==> src/rtl/ps2_host_tx_pkg.sv <==
// ps2_host_tx_pkg: shared state encodings, error codes and default timing for the PS/2 host transmitter.
package ps2_host_tx_pkg;
  typedef enum logic [2:0] {
    S_IDLE,
    S_INHIBIT,
    S_START,
    S_REQ,
    S_BITS,
    S_ACK,
    S_WAITIDLE
  } state_e;
  typedef enum logic [1:0] {
    ERR_NONE,
    ERR_START,
    ERR_PACKET,
    ERR_NOACK
  } err_e;
  localparam int DEF_INHIBIT_CYCLES = 2500;
  localparam int DEF_START_TIMEOUT  = 375000;
  localparam int DEF_PACKET_TIMEOUT = 50000;
  function automatic int max3(input int a, input int b, input int c);
    int m;
    m = (a > b) ? a : b;
    return (m > c) ? m : c;
  endfunction
endpackage

==> src/rtl/ps2_host_tx_stab.sv <==
// ps2_host_tx_stab: two-flop synchronizer for an asynchronous PS/2 pin; resets to the idle-high level.
module ps2_host_tx_stab (
  input  logic clk,
  input  logic reset,
  input  logic din,
  output logic dout
);
  logic [1:0] sync_q, sync_d;
  assign sync_d = {sync_q[0], din};
  assign dout = sync_q[1];
  always_ff @(posedge clk) begin
    if (reset) sync_q <= 2'b11;
    else sync_q <= sync_d;
  end
endmodule

==> src/rtl/ps2_host_tx.sv <==
// ps2_host_tx: host-to-device PS/2 transmitter sending one command byte over open-drain ps2c/ps2d.
module ps2_host_tx
  import ps2_host_tx_pkg::*;
#(
  parameter int INHIBIT_CYCLES = DEF_INHIBIT_CYCLES,
  parameter int START_TIMEOUT  = DEF_START_TIMEOUT,
  parameter int PACKET_TIMEOUT = DEF_PACKET_TIMEOUT
) (
  input  logic       clk,
  input  logic       reset,
  input  logic       ps2c_in,
  input  logic       ps2d_in,
  output logic       ps2c_oe,
  output logic       ps2d_oe,
  input  logic [7:0] tx_data,
  input  logic       tx_start,
  output logic       busy,
  output logic       done,
  output logic       error,
  output logic [1:0] err_code,
  output logic       rx_inhibit
);
  localparam int TW = $clog2(max3(INHIBIT_CYCLES, START_TIMEOUT, PACKET_TIMEOUT));
  logic c_s, d_s, c_prev_q, fall, pkt_to, abort;
  logic [1:0] abort_code;
  state_e state_q, state_d;
  logic [TW-1:0] timer_q, timer_d;
  logic [3:0] bitcnt_q, bitcnt_d;
  logic [9:0] shift_q, shift_d;
  logic ps2d_oe_q, ps2d_oe_d, done_q, done_d, error_q, error_d;
  logic [1:0] err_code_q, err_code_d;
  ps2_host_tx_stab u_stab_c (.clk(clk), .reset(reset), .din(ps2c_in), .dout(c_s));
  ps2_host_tx_stab u_stab_d (.clk(clk), .reset(reset), .din(ps2d_in), .dout(d_s));
  assign fall = c_prev_q & ~c_s;
  assign pkt_to = timer_q == TW'(PACKET_TIMEOUT - 1);
  assign ps2c_oe = (state_q == S_INHIBIT) || (state_q == S_START);
  assign ps2d_oe = ps2d_oe_q;
  assign busy = state_q != S_IDLE;
  assign rx_inhibit = busy;
  assign done = done_q;
  assign error = error_q;
  assign err_code = err_code_q;
  always_comb begin
    state_d = state_q;
    timer_d = (&timer_q) ? timer_q : timer_q + TW'(1);
    bitcnt_d = bitcnt_q;
    shift_d = shift_q;
    ps2d_oe_d = ps2d_oe_q;
    done_d = 1'b0;
    error_d = 1'b0;
    err_code_d = err_code_q;
    abort = 1'b0;
    abort_code = ERR_NONE;
    case (state_q)
      S_IDLE: begin
        timer_d = '0;
        if (tx_start) begin
          state_d = S_INHIBIT;
          shift_d = {1'b1, ~^tx_data, tx_data};
          bitcnt_d = '0;
          err_code_d = ERR_NONE;
        end
      end
      S_INHIBIT: if (timer_q == TW'(INHIBIT_CYCLES - 1)) begin
        state_d = S_START;
        ps2d_oe_d = 1'b1;
      end
      S_START: begin
        state_d = S_REQ;
        timer_d = '0;
      end
      // A device edge always beats a timeout landing in the same cycle.
      S_REQ: begin
        if (fall) begin
          ps2d_oe_d = ~shift_q[0];
          shift_d = {1'b0, shift_q[9:1]};
          bitcnt_d = 4'd1;
          timer_d = '0;
          state_d = S_BITS;
        end else if (timer_q == TW'(START_TIMEOUT - 1)) begin
          abort = 1'b1;
          abort_code = ERR_START;
        end
      end
      S_BITS: begin
        if (fall) begin
          ps2d_oe_d = ~shift_q[0];
          shift_d = {1'b0, shift_q[9:1]};
          bitcnt_d = bitcnt_q + 4'd1;
          state_d = (bitcnt_q == 4'd9) ? S_ACK : S_BITS;
        end else if (pkt_to) begin
          abort = 1'b1;
          abort_code = ERR_PACKET;
        end
      end
      S_ACK: begin
        if (fall) begin
          state_d = S_WAITIDLE;
          abort = d_s;
          abort_code = ERR_NOACK;
        end else if (pkt_to) begin
          abort = 1'b1;
          abort_code = ERR_PACKET;
        end
      end
      S_WAITIDLE: begin
        if (c_s && d_s) begin
          done_d = 1'b1;
          state_d = S_IDLE;
        end else if (pkt_to) begin
          abort = 1'b1;
          abort_code = ERR_PACKET;
        end
      end
      default: state_d = S_IDLE;
    endcase
    if (abort) begin
      state_d = S_IDLE;
      ps2d_oe_d = 1'b0;
      error_d = 1'b1;
      err_code_d = abort_code;
    end
  end
  always_ff @(posedge clk) begin
    if (reset) begin
      state_q <= S_IDLE;
      timer_q <= '0;
      bitcnt_q <= '0;
      shift_q <= '0;
      ps2d_oe_q <= 1'b0;
      done_q <= 1'b0;
      error_q <= 1'b0;
      err_code_q <= ERR_NONE;
      c_prev_q <= 1'b1;
    end else begin
      state_q <= state_d;
      timer_q <= timer_d;
      bitcnt_q <= bitcnt_d;
      shift_q <= shift_d;
      ps2d_oe_q <= ps2d_oe_d;
      done_q <= done_d;
      error_q <= error_d;
      err_code_q <= err_code_d;
      c_prev_q <= c_s;
    end
  end
endmodule

==> config.mk <==
export PLATFORM = sky130hd
export DESIGN_NAME = ps2_host_tx
export DESIGN_NICKNAME = d
export VERILOG_FILES = /design/src/rtl/ps2_host_tx_pkg.sv /design/src/rtl/ps2_host_tx_stab.sv /design/src/rtl/ps2_host_tx.sv
export SDC_FILE = /design/constraint.sdc
export NUM_CORES = 1
export LEC_CHECK = 0
export CAP_MARGIN = 20
export CORE_MARGIN = 4
export CORE_UTILIZATION = 40
export CTS_BUF_LIST = sky130_fd_sc_hd__clkbuf_4 sky130_fd_sc_hd__clkbuf_8 sky130_fd_sc_hd__clkbuf_16
export DETAILED_ROUTE_END_ITERATION = 7
export SYNTH_ARGS = -nofsm -noshare
export SYNTH_HDL_FRONTEND = slang
export SYNTH_SLANG_ARGS = --single-unit
==> constraint.sdc <==
create_clock -name clk -period 6.1 [get_ports clk]
set_clock_uncertainty 0.05 [all_clocks]
set_input_delay 1.22 -clock clk [delete_from_list [all_inputs] [get_ports clk]]
set_output_delay 1.22 -clock clk [all_outputs]
set_load 0.02 [all_outputs]
Word level (Yosys, flattened, before mapping)
Cells that the tools add are included.
- bits in registers: 46
- output and inout bits: 8
- logic and storage cells: 94
- reductions and logical operators: 20
- bitwise operators: 4
- $add $sub $neg: 2
- muxes and demuxes: 40
- equal/unequal tests: 17
- operators by type and width (kind ; number):
    $mux 19 ; 2
    $pmux 19 s2 ; 1
    $pmux 3 s7 ; 1
    $mux 10 ; 2
    $pmux 10 s2 ; 1
    $add 19x1->19 const B ; 1
    $eq 19x12->1 const B ; 1
    $eq 19x16->1 const B ; 1
    $eq 19x19->1 const B ; 1
    $reduce_and 19->1 ; 1
    $mux 3 ; 6
    $mux 2 ; 7
    $mux 1 ; 13
    $mux 4 ; 3
    $pmux 4 s3 ; 1
    $ne 2x2->1 const B ; 5
    $eq 3x3->1 const B ; 3
    $pmux 2 s4 ; 1
    $reduce_bool 2->1 ; 4
    $reduce_or 2->1 ; 4
    $reduce_xnor 8->1 ; 1
    $eq 3x2->1 const B ; 2
    $reduce_and 3->1 ; 2
    $reduce_and 6->1 ; 1
    other kinds (14) ; 18

Depth between registers and ports, before layout
Gate-level depths: netlist (run 1).
- depth in word-level cells: 6
- gate-level depth with buffers: 8
- depth with buffers taken out: 7

Modules after synthesis
From an unflattened synthesis (run 1), not the netlist that was laid out.
- cells, all modules: 268
- area, all modules: 2378.5 um^2
- modules (own cells, without submodules) (module ; area an instance (um^2) ; cells an instance ; instances):
    ps2_host_tx ; 2273.4 ; 260 ; 1
    ps2_host_tx_stab ; 52.6 ; 4 ; 2

Worst setup path after synthesis (run 1)
Ideal clock, no wire load.
- path type: in2reg
- start: input tx_start
- end: register bitcnt_q[0]
- data arrival time: 2.384 ns
- setup slack: 3.538 ns
- required time: 5.922 ns
- stages: 6
- setup time: 0.128 ns
- path buffers: 1
- path through: or3b_2 > a21oi_2 > or2_2 > buf_2 > mux2i_1 > nor2_1
- longest elaborated chain between the ends: 2
- RTL lines (element ; line ; RTL):
    from (decl) ; ps2_host_tx.sv:16 ; input logic tx_start,
    $ne 2x2->1 (no source line) ; - ;
    $reduce_and 4->1 (no source line) ; - ;
    to (signal assigned) ; ps2_host_tx.sv:138 ; bitcnt_q <= bitcnt_d;
    to (decl) ; ps2_host_tx.sv:28 ; logic [3:0] bitcnt_q, bitcnt_d;
No other way between the ends.
A chain may end at the register's enable or synchronous reset.

Worst setup path after layout (run 1)
- start: register state_q[0]
- end: output ps2c_oe
- longest elaborated chain between the ends: 2
- RTL lines (element ; line ; RTL):
    from (decl) ; ps2_host_tx.sv:26 ; state_e state_q, state_d;
    from (signal assigned) ; ps2_host_tx.sv:136 ; state_q <= state_d;
    $eq 3x1->1 or $eq 3x2->1 (tied branches) ; ps2_host_tx.sv:36 ; assign ps2c_oe = (state_q == S_INHIBIT) || (state_q == S_START);
    $logic_or 1x1->1 (*) ; ps2_host_tx.sv:36 ;
    to (decl) ; ps2_host_tx.sv:13 ; output logic ps2c_oe,
Mark *: on every way between the ends. The rest lies on a longest branch, timed or not.

==> results of run 1 <==
-- cell type report --
cell class | instances | area, sq um
Tap cell | 72 | 90.1
Fill cell | 560 | 2920
Timing Repair Buffer | 21 | 208
Sequential cell | 46 | 921
Multi-Input combinational cell | 208 | 1350
Clock inverter | 3 | 40.0
Inverter | 3 | 11.3
Clock buffer | 5 | 68.8
-- cells by family (layout without fill, tap and decap cells) --
family	count (synthesis)	after routing	share of synthesized area (%)
simple gates	125	125	29.0
flops	46	46	38.9
compound gates	43	43	12.1
xor+xnor	24	24	8.88
buf+inv	20	32	3.96
mux	12	12	5.07
fa+ha+maj	4	4	2.11
-- cells in the mapped netlist (all sizes together) (2+ instances only) --
| master | count |
|---|---|
| nor4b | 2 |
| and2 | 2 |
| mux2i | 12 |
| nand2 | 16 |
| or2 | 10 |
| xor2 | 15 |
| xnor2 | 9 |
| buf | 8 |
| or4b | 2 |
| o211ai | 4 |
| o21ai | 6 |
| a21oi | 11 |
| and3 | 5 |
| nor4 | 4 |
| dfxtp | 46 |
| nor3 | 11 |
| a211oi | 10 |
| nor2 | 45 |
| inv | 3 |
| nand3 | 7 |
| nand2b | 3 |
| o2111ai | 3 |
| or3b | 2 |
| a31oi | 4 |
| ha | 4 |
| nand4 | 6 |
| nor4bb | 2 |
| clkbuf | 9 |
-- stage by stage --
stage / worst slack, ns / utilization, % / power [mW] / std cells / cell area [sq um]
2_1_floorplan: 3.54 / - / 0.360 / 274 / 2370
3_3_place_gp: 2.88 / 46.1 / 0.378 / 350 / 2580
3_5_place_dp: 2.85 / 46.1 / 0.379 / 350 / 2580
4_1_cts: 2.99 / 48.0 / 0.600 / 358 / 2690
5_1_grt: 2.87 / 48.0 / 0.618 / 358 / 2690
6_report: 3.00 / 48.0 / 0.592 / 358 / 2690
-- state kept, by name, indices dropped and copies added, names as in the netlist --
register         flops
state_q              3
done                 1
u_stab_d.sync_q      2
u_stab_c.sync_q      2
shift_q             10
bitcnt_q             4
error                1
err_code             2
c_prev_q             1
timer_q             19
ps2d_oe              1
-- routing by layer --
metal | vias to the layer above | wire [um] | part of all wire, %
met5 | - | 0 | 0
met1 | 886 | 2550 | 52
met3 | 7 | 236 | 4.8
li1 | 988 | - | -
met4 | 0 | 62 | 1.3
met2 | 37 | 2070 | 42
-- critical path: cells and delay by family, from the launching register on --
kind / cells / cell delay [ns]
xor gates and xnor gates: 1 / 0.14
and+or+nand+nor: 1 / 0.11
DFF: 1 / 0.66
buffers and inverters: 1 / 0.62
-- power groups by stage --
| stage | Clock [mW] | Sequential, mW | Combinational [mW] |
|---|---|---|---|
| 3_5_place_dp | 0 | 0.323 | 0.0559 |
| 5_1_grt | 0.241 | 0.317 | 0.0604 |
| 2_1_floorplan | 0 | 0.319 | 0.0411 |
| 3_3_place_gp | 0 | 0.323 | 0.0554 |
| 6_report | 0.221 | 0.316 | 0.0552 |
| 4_1_cts | 0.228 | 0.316 | 0.0563 |
-- worst min-delay path by stage --
stage,slack (ns),end,startpoint
6_report,0.36,u_stab_c.sync_q[1],u_stab_c.sync_q[0]
5_1_grt,0.38,u_stab_d.sync_q[1],u_stab_d.sync_q[0]
4_1_cts,0.36,u_stab_c.sync_q[1],u_stab_c.sync_q[0]
3_5_place_dp,0.34,u_stab_c.sync_q[1],u_stab_c.sync_q[0]
3_3_place_gp,0.34,u_stab_d.sync_q[1],u_stab_d.sync_q[0]
2_1_floorplan,0.34,u_stab_c.sync_q[1],u_stab_c.sync_q[0]
==> key figures, run 1 <==
Critical path
  – Required time worst endpoint: 4.83 ns
  – Worst setup startpoint: state_q[0]
  – Slowest stage delay, CP: 0.66 ns
  – Arrival time reported for the critical path endpoint: 1.83 ns
  – Origin of the critical flop-to-flop path: state_q[2]
  – Critical Path Sink Type: output pin
  – Capture instance of the worst register-to-register path: bitcnt_q[0]
  – Count of cells along the worst register-to-register path: 5
  – Startpoint kind of the worst setup timing path: flop
  – Cell Chain, Critical Path: xnor2_1, nor2_1, clkdlybuf4s50_1
  – Crit-path max FO: 17
  – Register-to-register path setup slack: 3.93 ns
  – End point of the critical path: ps2c_oe
  – CP max stage cell: dfxtp_1
  – Crit Path Class: flop to output pin

Timing
  – Final hold slack: 0.364 ns
  – Highest achievable clock rate: 323 MHz
  – Number of endpoints failing setup at the final stage: 0
  – Slew Limit Headroom: 49.0%
  – Final TNS setup: 0 ns
  – Setup repair after global routing missed its margin: no
  – Period utilisation layout: 50.8%
  – Actual transition at the worst max-transition pin: 0.758 ns
  – Time the worst path needs with I/O delays and setup: 3.10 ns
  – Endpoints failing hold: 0
  – Total count of max-transition violations in the final report: 0

Die
  – Number of ports placed on the die boundary: 21
  – Vertical extent of the die: 84.9 um
  – Initial cell density of the core: 42.2%
  – Site row count: 27
  – Die ar.: 0.00721 sq mm
  – Width of the chip: 84.9 um
  – Core outline area: 0.00561 sq mm

Pwr
  – Pwr/cell area: 220 mW/mm^2
  – Worst supply voltage drop on vdd: 0.0000942 V
  – Sw frac: 22.7%
  – Static leakage power: 0.964 nW
  – Sw power: 135 uW
  – Part of the total power dissipated in combinational logic: 9.3%
  – Register share of total power: 53.3%
  – Power Internal: 458 uW
  – Clock network power share: 37.4%

Route
  – Per-cell via count in the routed design: 5.36
  – Total length of routed wires: 4.92 mm
  – Number of nets with antenna violations after detailed routing: 0
  – Vias after detailed routing: 1918
  – Avg WL per Cell: 13.7 um
  – Starting DRC count in detailed routing: 90
  – Drc violations: 0
  – First drt pass iteration count: 4

Clock network
  – CTS root buffer: clkbuf_8
  – Number of buffers inserted by hold repair at cts: 0
  – Insertion delay of the later-clocked pin in the worst-skew pair: 0.30 ns
  – TritonCTS clock tree: built
  – H-tree depth: 2
  – Clock sink count: 46
  – Max Root-Sink Buffers: 2
  – Clock edge transition at the registers on the reported setup and hold paths: 0.08 ns
  – Post-CTS resize count: 0
  – Number of setup buffers added after CTS: 0
  – TritonCTS Buffers: 5

Yosys
  – Synth top area cells: dfxtp_1, nor2_1, xor2_1, mux2i_1, xnor2_1
  – Number of distinct standard cells referenced by the synthesized netlist: 51
  – Mapped cell area: 0.00237 sq mm
  – Count of warnings emitted by yosys: 0
  – Sequential area share after synthesis: 38.9%
  – Synthesized flop and latch total: 46
  – Most used flip-flop cell after synthesis: dfxtp_1
  – Mapped Nets: 291
  – Portion of synthesized cell area occupied by the leading cell type: 38.9%
  – Synthesized instance count: 274
  – Post-synth top area cell: dfxtp_1
  – Async set-reset flop share out of synthesis: 0%
  – Avg Synthesized Cell Area: 8.64 sq um
  – Number of enable flip-flop cells after synthesis: 0

Global routing
  – Met1 demand-to-capacity share in global routing: 19.4%
  – Gr usage total: 13.9%
  – Met2 track demand over resource in global routing: 21.1%
  – Largest net degree at the start of global routing: 28
  – First-pass GRT wire length: 8.40 mm
  – Routing layer with the top usage in global route: met2
  – Total congestion overflow: 0
  – Vias in the first global route: 1763
  – Met3 Use GR: 3.59%
  – Initial antenna violation count: 0

Placement
  – Placer's final routability congestion estimate: 0.796
  – Number of input and output port buffers inserted: 20
  – HPWL after DPL: 3.48 mm

Finish
  – Layout cells sized above 1: 10.1%
  – Commonest non-fill, non-tap cell in the layout: dfxtp_1
  – Final antenna diode count: 0
  – Total number of nets in the final design: 302
  – Area added between synthesis and finish: 13.7%
  – Commonest non-fill, non-tap cells in the layout: dfxtp_1, nor2_1, clkdlybuf4s50_1, nand2_1, xor2_1

Min path
  – Cells on Worst Hold Path: 1
  – Worst hold path type: flop to flop

Status
  – Result of the run: completed

Job
  – Number of maximum-capacitance constraint violations: 0
(Power assumes the default switching activity.)
==> inputs of run 2 (changes only) <==
==> constraint.sdc (replaced) <==
create_clock -name clk -period 2.7 [get_ports clk]
set_clock_uncertainty 0.05 [all_clocks]
set_input_delay 0.54 -clock clk [delete_from_list [all_inputs] [get_ports clk]]
set_output_delay 0.54 -clock clk [all_outputs]
set_load 0.02 [all_outputs]
==> run 2 against run 1 <==
Cell area down 0.51%. Largest cell class unchanged. Clock-buffer cell count up 1. Highest routed layer unchanged. Wire length down 0.18%. Critical path depth unchanged. First-iteration DRC count up 2.2%.
==> key figures, run 2 (synthesis results as in run 1) <==
Critical path
  – Critical Path Sink Type: output pin
  – Cell Chain, Critical Path: xnor2_1, nor2_1, clkdlybuf4s50_1
  – Startpoint kind of the worst setup timing path: flop
  – Origin of the critical flop-to-flop path: state_q[2]
  – Crit Path Class: flop to output pin
  – Count of cells along the worst register-to-register path: 5 (unchanged)
  – Arrival time reported for the critical path endpoint: 1.84 ns (about the same)
  – Crit-path max FO: 17 (unchanged)
  – Slowest stage delay, CP: 0.67 ns (about the same)
  – Register-to-register path setup slack: 0.49 ns (-3.44 ns)
  – CP max stage cell: dfxtp_1
  – Required time worst endpoint: 2.11 ns (-2.72 ns)
  – Gate family responsible for the most delay along the worst path: flip-flops
  – Capture instance of the worst register-to-register path: bitcnt_q[0]
  – Crit path buffers/inverters: 1 (unchanged)

Timing
  – Total count of max-transition violations in the final report: 0 (unchanged)
  – Endpoints failing hold: 0 (unchanged)
  – Slew Limit Headroom: 47.9% (-1.1 points)
  – Final hold slack: 0.360 ns (-0.00383 ns)
  – Time the worst path needs with I/O delays and setup: 2.43 ns
  – Number of endpoints failing setup at the final stage: 0 (unchanged)
  – Period utilisation layout: 90.1%
  – Crit path setup slack, layout: 0.267 ns (-2.74 ns)
  – Actual transition at the worst max-transition pin: 0.774 ns (+0.0160 ns)
  – Setup repair after global routing missed its margin: no
  – Highest achievable clock rate: 411 MHz
  – Final TNS setup: 0 ns (unchanged)

Clock network
  – Insertion delay of the later-clocked pin in the worst-skew pair: 0.30 ns (about the same)
  – Post-CTS resize count: 0 (unchanged)
  – Clock sink count: 46 (unchanged)
  – Clock edge transition at the registers on the reported setup and hold paths: 0.09 ns (about the same)
  – TritonCTS Buffers: 5 (unchanged)
  – H-tree depth: 2 (unchanged)
  – Max Root-Sink Buffers: 2 (unchanged)
  – Number of setup buffers added after CTS: 0 (unchanged)
  – Number of buffers inserted by hold repair at cts: 0 (unchanged)
  – CTS root buffer: clkbuf_8
  – TritonCTS clock tree: built

Pwr
  – Static leakage power: 0.954 nW (-1.1%)
  – Pwr/cell area: 479 mW/mm^2 (+120%)
  – Overall Power: 1.28 mW (+120%)
  – Worst supply voltage drop on vdd: 0.000216 V (+130%)

Global routing
  – Gr usage total: 13.8% (-0.058 points)
  – Initial antenna violation count: 0 (unchanged)
  – First-pass GRT wire length: 8.16 mm (-2.9%)
  – Total congestion overflow: 0 (unchanged)
  – Largest net degree at the start of global routing: 27 (-3.6%)
  – Vias in the first global route: 1731 (-1.8%)

Min path
  – End of the worst hold path: u_stab_d.sync_q[1]
  – Worst hold path type: flop to flop
  – Hold Startpoint: u_stab_d.sync_q[0]
  – Cells on Worst Hold Path: 1 (unchanged)

Job
  – Number of maximum-capacitance constraint violations: 0 (unchanged)

Route
  – Vias after detailed routing: 1882 (-1.9%)
  – Total length of routed wires: 4.91 mm (-0.18%)
  – First drt pass iteration count: 4 (unchanged)
  – Number of nets with antenna violations after detailed routing: 0 (unchanged)
  – Drc violations: 0 (unchanged)
  – Starting DRC count in detailed routing: 92 (+2.2%)
  – Avg WL per Cell: 13.7 um (-0.18%)
  – Per-cell via count in the routed design: 5.26 (-1.9%)

Die
  – Die ar.: 0.00721 sq mm (unchanged)
  – Width of the chip: 84.9 um (unchanged)
  – Site row count: 27 (unchanged)
  – Number of ports placed on the die boundary: 21 (unchanged)
  – Vertical extent of the die: 84.9 um (unchanged)
  – Core outline area: 0.00561 sq mm (unchanged)
  – Initial cell density of the core: 42.2% (unchanged)

Finish
  – Layout cells sized above 1: 10.1% (unchanged)
  – Final antenna diode count: 0 (unchanged)
  – Commonest non-fill, non-tap cell in the layout: dfxtp_1
  – Area added between synthesis and finish: 13.1%
  – Fraction of the core area covered by cells at the end of the flow: 47.7% (-0.25 points)
  – Largest regs: timer_q (19), shift_q (10), bitcnt_q (4)
  – Non-filler cells, final: 358 (unchanged)
  – Post-route cell area: 0.00268 sq mm (-0.51%)
  – Largest register FFs: 19 (unchanged)
  – Register ranked first by flip-flop count: timer_q
  – Total number of nets in the final design: 302 (unchanged)
  – Commonest non-fill, non-tap cells in the layout: dfxtp_1, nor2_1, clkdlybuf4s50_1, nand2_1, xor2_1

Status
  – Result of the run: completed

Placement
  – Minimum setup slack after placement: 0.117 ns (-2.74 ns)
  – DP Cell Count: 350 (unchanged)
  – Number of input and output port buffers inserted: 20 (unchanged)
  – Standard cell area after detailed placement: 0.00258 sq mm (unchanged)
  – HPWL after DPL: 3.41 mm (-2.0%)
  – Placer's final routability congestion estimate: 0.844 (+6.0%)
[run 2: changes by cell type in the layout (fill, tap and decap cells not counted), sizes merged]
cell      before  now
bufinv         1    0
clkinv         2    1
clkbuf         5    6
clkinvlp       0    1
[run 2: final cells by class]
| type | count | area (sq um) |
|---|---|---|
| clock buffers | 6 | 82.6 |
| clock inverters | 2 | 12.5 |
| fillers | 579 | 2930 |
| inverters | 3 | 11.3 |
| multi-input cells | 208 | 1350 |
| flip-flops and latches | 46 | 921 |
| well taps | 72 | 90.1 |
| repair buffers | 21 | 208 |
[run 2: power by group]
group	internal (mW)	switching (mW)
combinational	0.0640	0.0613
clock	0.206	0.237
sequential	0.697	0.0160
[run 2: metal layers]
layer / vias to the layer above / GRT usage (%) / routed length, um
li1: 1003 / - / -
met1: 851 / 19.8 / 2670
met2: 26 / 19.7 / 2040
met3: 2 / 4.27 / 173
met4: 0 / 4.32 / 29
met5: - / 0 / 0
[run 2: worst max-delay path by stage]
stage	from	end	depth (start not counted)
after CTS	state_q[0]	ps2c_oe	3
after global routing	state_q[0]	ps2c_oe	3
after global placement	tx_start	bitcnt_q[0]	6
after detailed placement	tx_start	bitcnt_q[0]	6
final	state_q[0]	ps2c_oe	3
after floorplan	timer_q[0]	timer_q[4]	8
[run 2: worst reg2reg max path, stage by stage (launching register included)]
cell and delay (ns):
dfxtp_1 0.62, or3b_2 0.55, nor2_1 0.21, or2_2 0.38, mux2i_1 0.24, nor2_1 0.05
==> inputs of run 3 (changes only) <==
--- a/config.mk
+++ b/config.mk
@@ -10,6 +10,8 @@
 export CORE_UTILIZATION = 40
 export CTS_BUF_LIST = sky130_fd_sc_hd__clkbuf_4 sky130_fd_sc_hd__clkbuf_8 sky130_fd_sc_hd__clkbuf_16
 export DETAILED_ROUTE_END_ITERATION = 7
+export HOLD_SLACK_MARGIN = 0.08
+export PLACE_DENSITY = 0.7
 export SYNTH_ARGS = -nofsm -noshare
 export SYNTH_HDL_FRONTEND = slang
 export SYNTH_SLANG_ARGS = --single-unit
==> run 3 against run 2 <==
Sequential power hardly changed. Cell count is 0.56% higher. Combinational power grew 4%. Sequential cell count unchanged. Critical path depth is the same. Global-route usage rose by 0.43 points.
==> key figures, run 3 (synthesis results as in run 1) <==
Status
  – Result of the run: completed

Clock network
  – Post-CTS resize count: 0 (unchanged)
  – Clock sink count: 46 (unchanged)
  – Number of setup buffers added after CTS: 0 (unchanged)
  – Insertion delay of the later-clocked pin in the worst-skew pair: 0.31 ns (about the same)
  – TritonCTS Buffers: 5 (unchanged)
  – CTS root buffer: clkbuf_8
  – Clock edge transition at the registers on the reported setup and hold paths: 0.09 ns (about the same)
  – H-tree depth: 2 (unchanged)
  – TritonCTS clock tree: built
  – Number of buffers inserted by hold repair at cts: 0 (unchanged)
  – Max Root-Sink Buffers: 2 (unchanged)

Route
  – Total length of routed wires: 4.83 mm (-1.8%)
  – Met3 wire len: 181 um (+4.6%)
  – Per-cell via count in the routed design: 5.44 (+3.4%)
  – Highest metal layer with signal wires: met4
  – Starting DRC count in detailed routing: 108 (+17%)
  – Drc violations: 0 (unchanged)
  – Vias after detailed routing: 1957 (+4.0%)
  – First drt pass iteration count: 4 (unchanged)
  – WL met2: 2.12 mm (+3.8%)
  – Number of nets with antenna violations after detailed routing: 0 (unchanged)
  – Avg WL per Cell: 13.4 um (-2.3%)
  – M1 WL: 2.45 mm (-8.4%)

Placement
  – Placer's final routability congestion estimate: 0.821 (-2.7%)
  – DP Cell Count: 352 (+0.57%)
  – Minimum setup slack after placement: 0.174 ns (+0.0569 ns)
  – Number of input and output port buffers inserted: 20 (unchanged)
  – HPWL after DPL: 3.36 mm (-1.4%)

Timing
  – Slew Limit Headroom: 53.7% (+5.8 points)
  – Setup repair after global routing missed its margin: no
  – Highest achievable clock rate: 418 MHz (+1.6%)
  – Crit path setup slack, layout: 0.306 ns (+0.0391 ns)
  – Number of endpoints failing setup at the final stage: 0 (unchanged)
  – Final TNS setup: 0 ns (unchanged)
  – Period utilisation layout: 88.7% (-1.4 points)
  – Total count of max-transition violations in the final report: 0 (unchanged)
  – Actual transition at the worst max-transition pin: 0.688 ns (-0.0857 ns)
  – Time the worst path needs with I/O delays and setup: 2.39 ns (-0.0391 ns)
  – Endpoints failing hold: 0 (unchanged)

Global routing
  – Initial antenna violation count: 0 (unchanged)
  – Vias in the first global route: 1831 (+5.8%)
  – Largest net degree at the start of global routing: 27 (unchanged)
  – First-pass GRT wire length: 8.47 mm (+3.8%)
  – Total congestion overflow: 0 (unchanged)
  – Gr usage total: 14.2% (+0.43 points)

Pwr
  – Part of the total power dissipated in combinational logic: 8.9% (-0.9 points)
  – Worst supply voltage drop on vdd: 0.000276 V (+28%)
  – Pwr/cell area: 532 mW/mm^2 (+11%)
  – Static leakage power: 0.985 nW (+3.3%)
  – Sw power: 319 uW (+1.7%)
  – Power Internal: 1.13 mW (+17%)
  – Clock network power share: 42.2% (+7.6 points)
  – Sw frac: 22.0% (-2.5 points)
  – Register share of total power: 48.9% (-6.8 points)

Finish
  – Register ranked first by flip-flop count: timer_q
  – Largest register FFs: 19 (unchanged)
  – Commonest non-fill, non-tap cells in the layout: dfxtp_1, nor2_1, clkdlybuf4s50_1, nand2_1, xor2_1
  – Final antenna diode count: 0 (unchanged)
  – Non-filler cells, final: 360 (+0.56%)
  – Commonest non-fill, non-tap cell in the layout: dfxtp_1
  – Area added between synthesis and finish: 15.5%
  – Total number of nets in the final design: 304 (+0.66%)
  – Largest regs: timer_q (19), shift_q (10), bitcnt_q (4)
  – Layout cells sized above 1: 10.8% (+0.62 points)

Critical path
  – Startpoint kind of the worst setup timing path: flop
  – Cell Chain, Critical Path: nor3_1, inv_1, clkdlybuf4s50_1
  – Arrival time reported for the critical path endpoint: 1.80 ns (-0.04 ns)
  – Crit Path Class: flop to output pin
  – Crit-path max FO: 14 (-3)
  – CP max stage cell: dfxtp_1
  – Required time worst endpoint: 2.11 ns (about the same)
  – Critical Path Sink Type: output pin
  – Slowest stage delay, CP: 0.62 ns (-0.05 ns)

Job
  – Number of maximum-capacitance constraint violations: 0 (unchanged)

Die
  – Number of ports placed on the die boundary: 21 (unchanged)
  – Die ar.: 0.00721 sq mm (unchanged)
  – Vertical extent of the die: 84.9 um (unchanged)
  – Initial cell density of the core: 42.2% (unchanged)
  – Site row count: 27 (unchanged)
  – Width of the chip: 84.9 um (unchanged)
  – Core outline area: 0.00561 sq mm (unchanged)

Min path
  – Worst hold path type: flop to flop
[run 3: changes by cell type in the layout (fill, tap and decap cells not counted), sizes merged]
cell	previous run	this run
clkinvlp	1	0
bufinv	0	2
clkbuf	6	5
buf	1	3
[run 3: worst paths after layout]
kind	start	endpoint	slack, ns	cells past startpoint
setup / recovery	state_q[2]	rx_inhibit	0.31	3
hold reg to reg	u_stab_c.sync_q[0]	u_stab_c.sync_q[1]	0.37	1
hold / removal	u_stab_c.sync_q[0]	u_stab_c.sync_q[1]	0.37	1
setup reg to reg	state_q[2]	bitcnt_q[0]	0.51	5
[run 3: stage by stage]
step	utilization [%]	total power, mW	cell area, sq um	hold slack [ns]
after floorplan	-	0.814	2370	0.339
after global placement	46.3	0.855	2600	0.341
after detailed placement	46.3	0.856	2600	0.350
after CTS	48.8	1.48	2740	0.372
after global routing	48.8	1.52	2740	0.386
final	48.8	1.45	2740	0.368
[run 3: layout make-up]
class,count,area (sq um)
Clock inverter,3,68.8
Multi-Input combinational cell,208,1350
Timing Repair Buffer,23,223
Clock buffer,5,68.8
Tap cell,72,90.1
Sequential cell,46,921
Inverter,3,11.3
Fill cell,552,2870
[run 3: layer usage]
layer | global-route usage, % | vias up
met5 | 0 | -
met4 | 5.18 | 0
met3 | 3.20 | 9
met2 | 22.2 | 36
met1 | 19.3 | 916
li1 | - | 996
[run 3: worst max-delay path: cells and delay by family, from the launching register on]
family | cells | cell delay [ns]
and+or+nand+nor | 1 | 0.17
buffers and inverters | 2 | 0.70
DFF | 1 | 0.62
[run 3: power by group through the flow]
stage / Clock, mW / Sequential [mW] / Combinational, mW
global route: 0.656 / 0.714 / 0.146
finish: 0.613 / 0.711 / 0.130
CTS: 0.633 / 0.711 / 0.131
global placement: 0 / 0.727 / 0.128
detailed placement: 0 / 0.727 / 0.130
floorplan: 0 / 0.721 / 0.0929
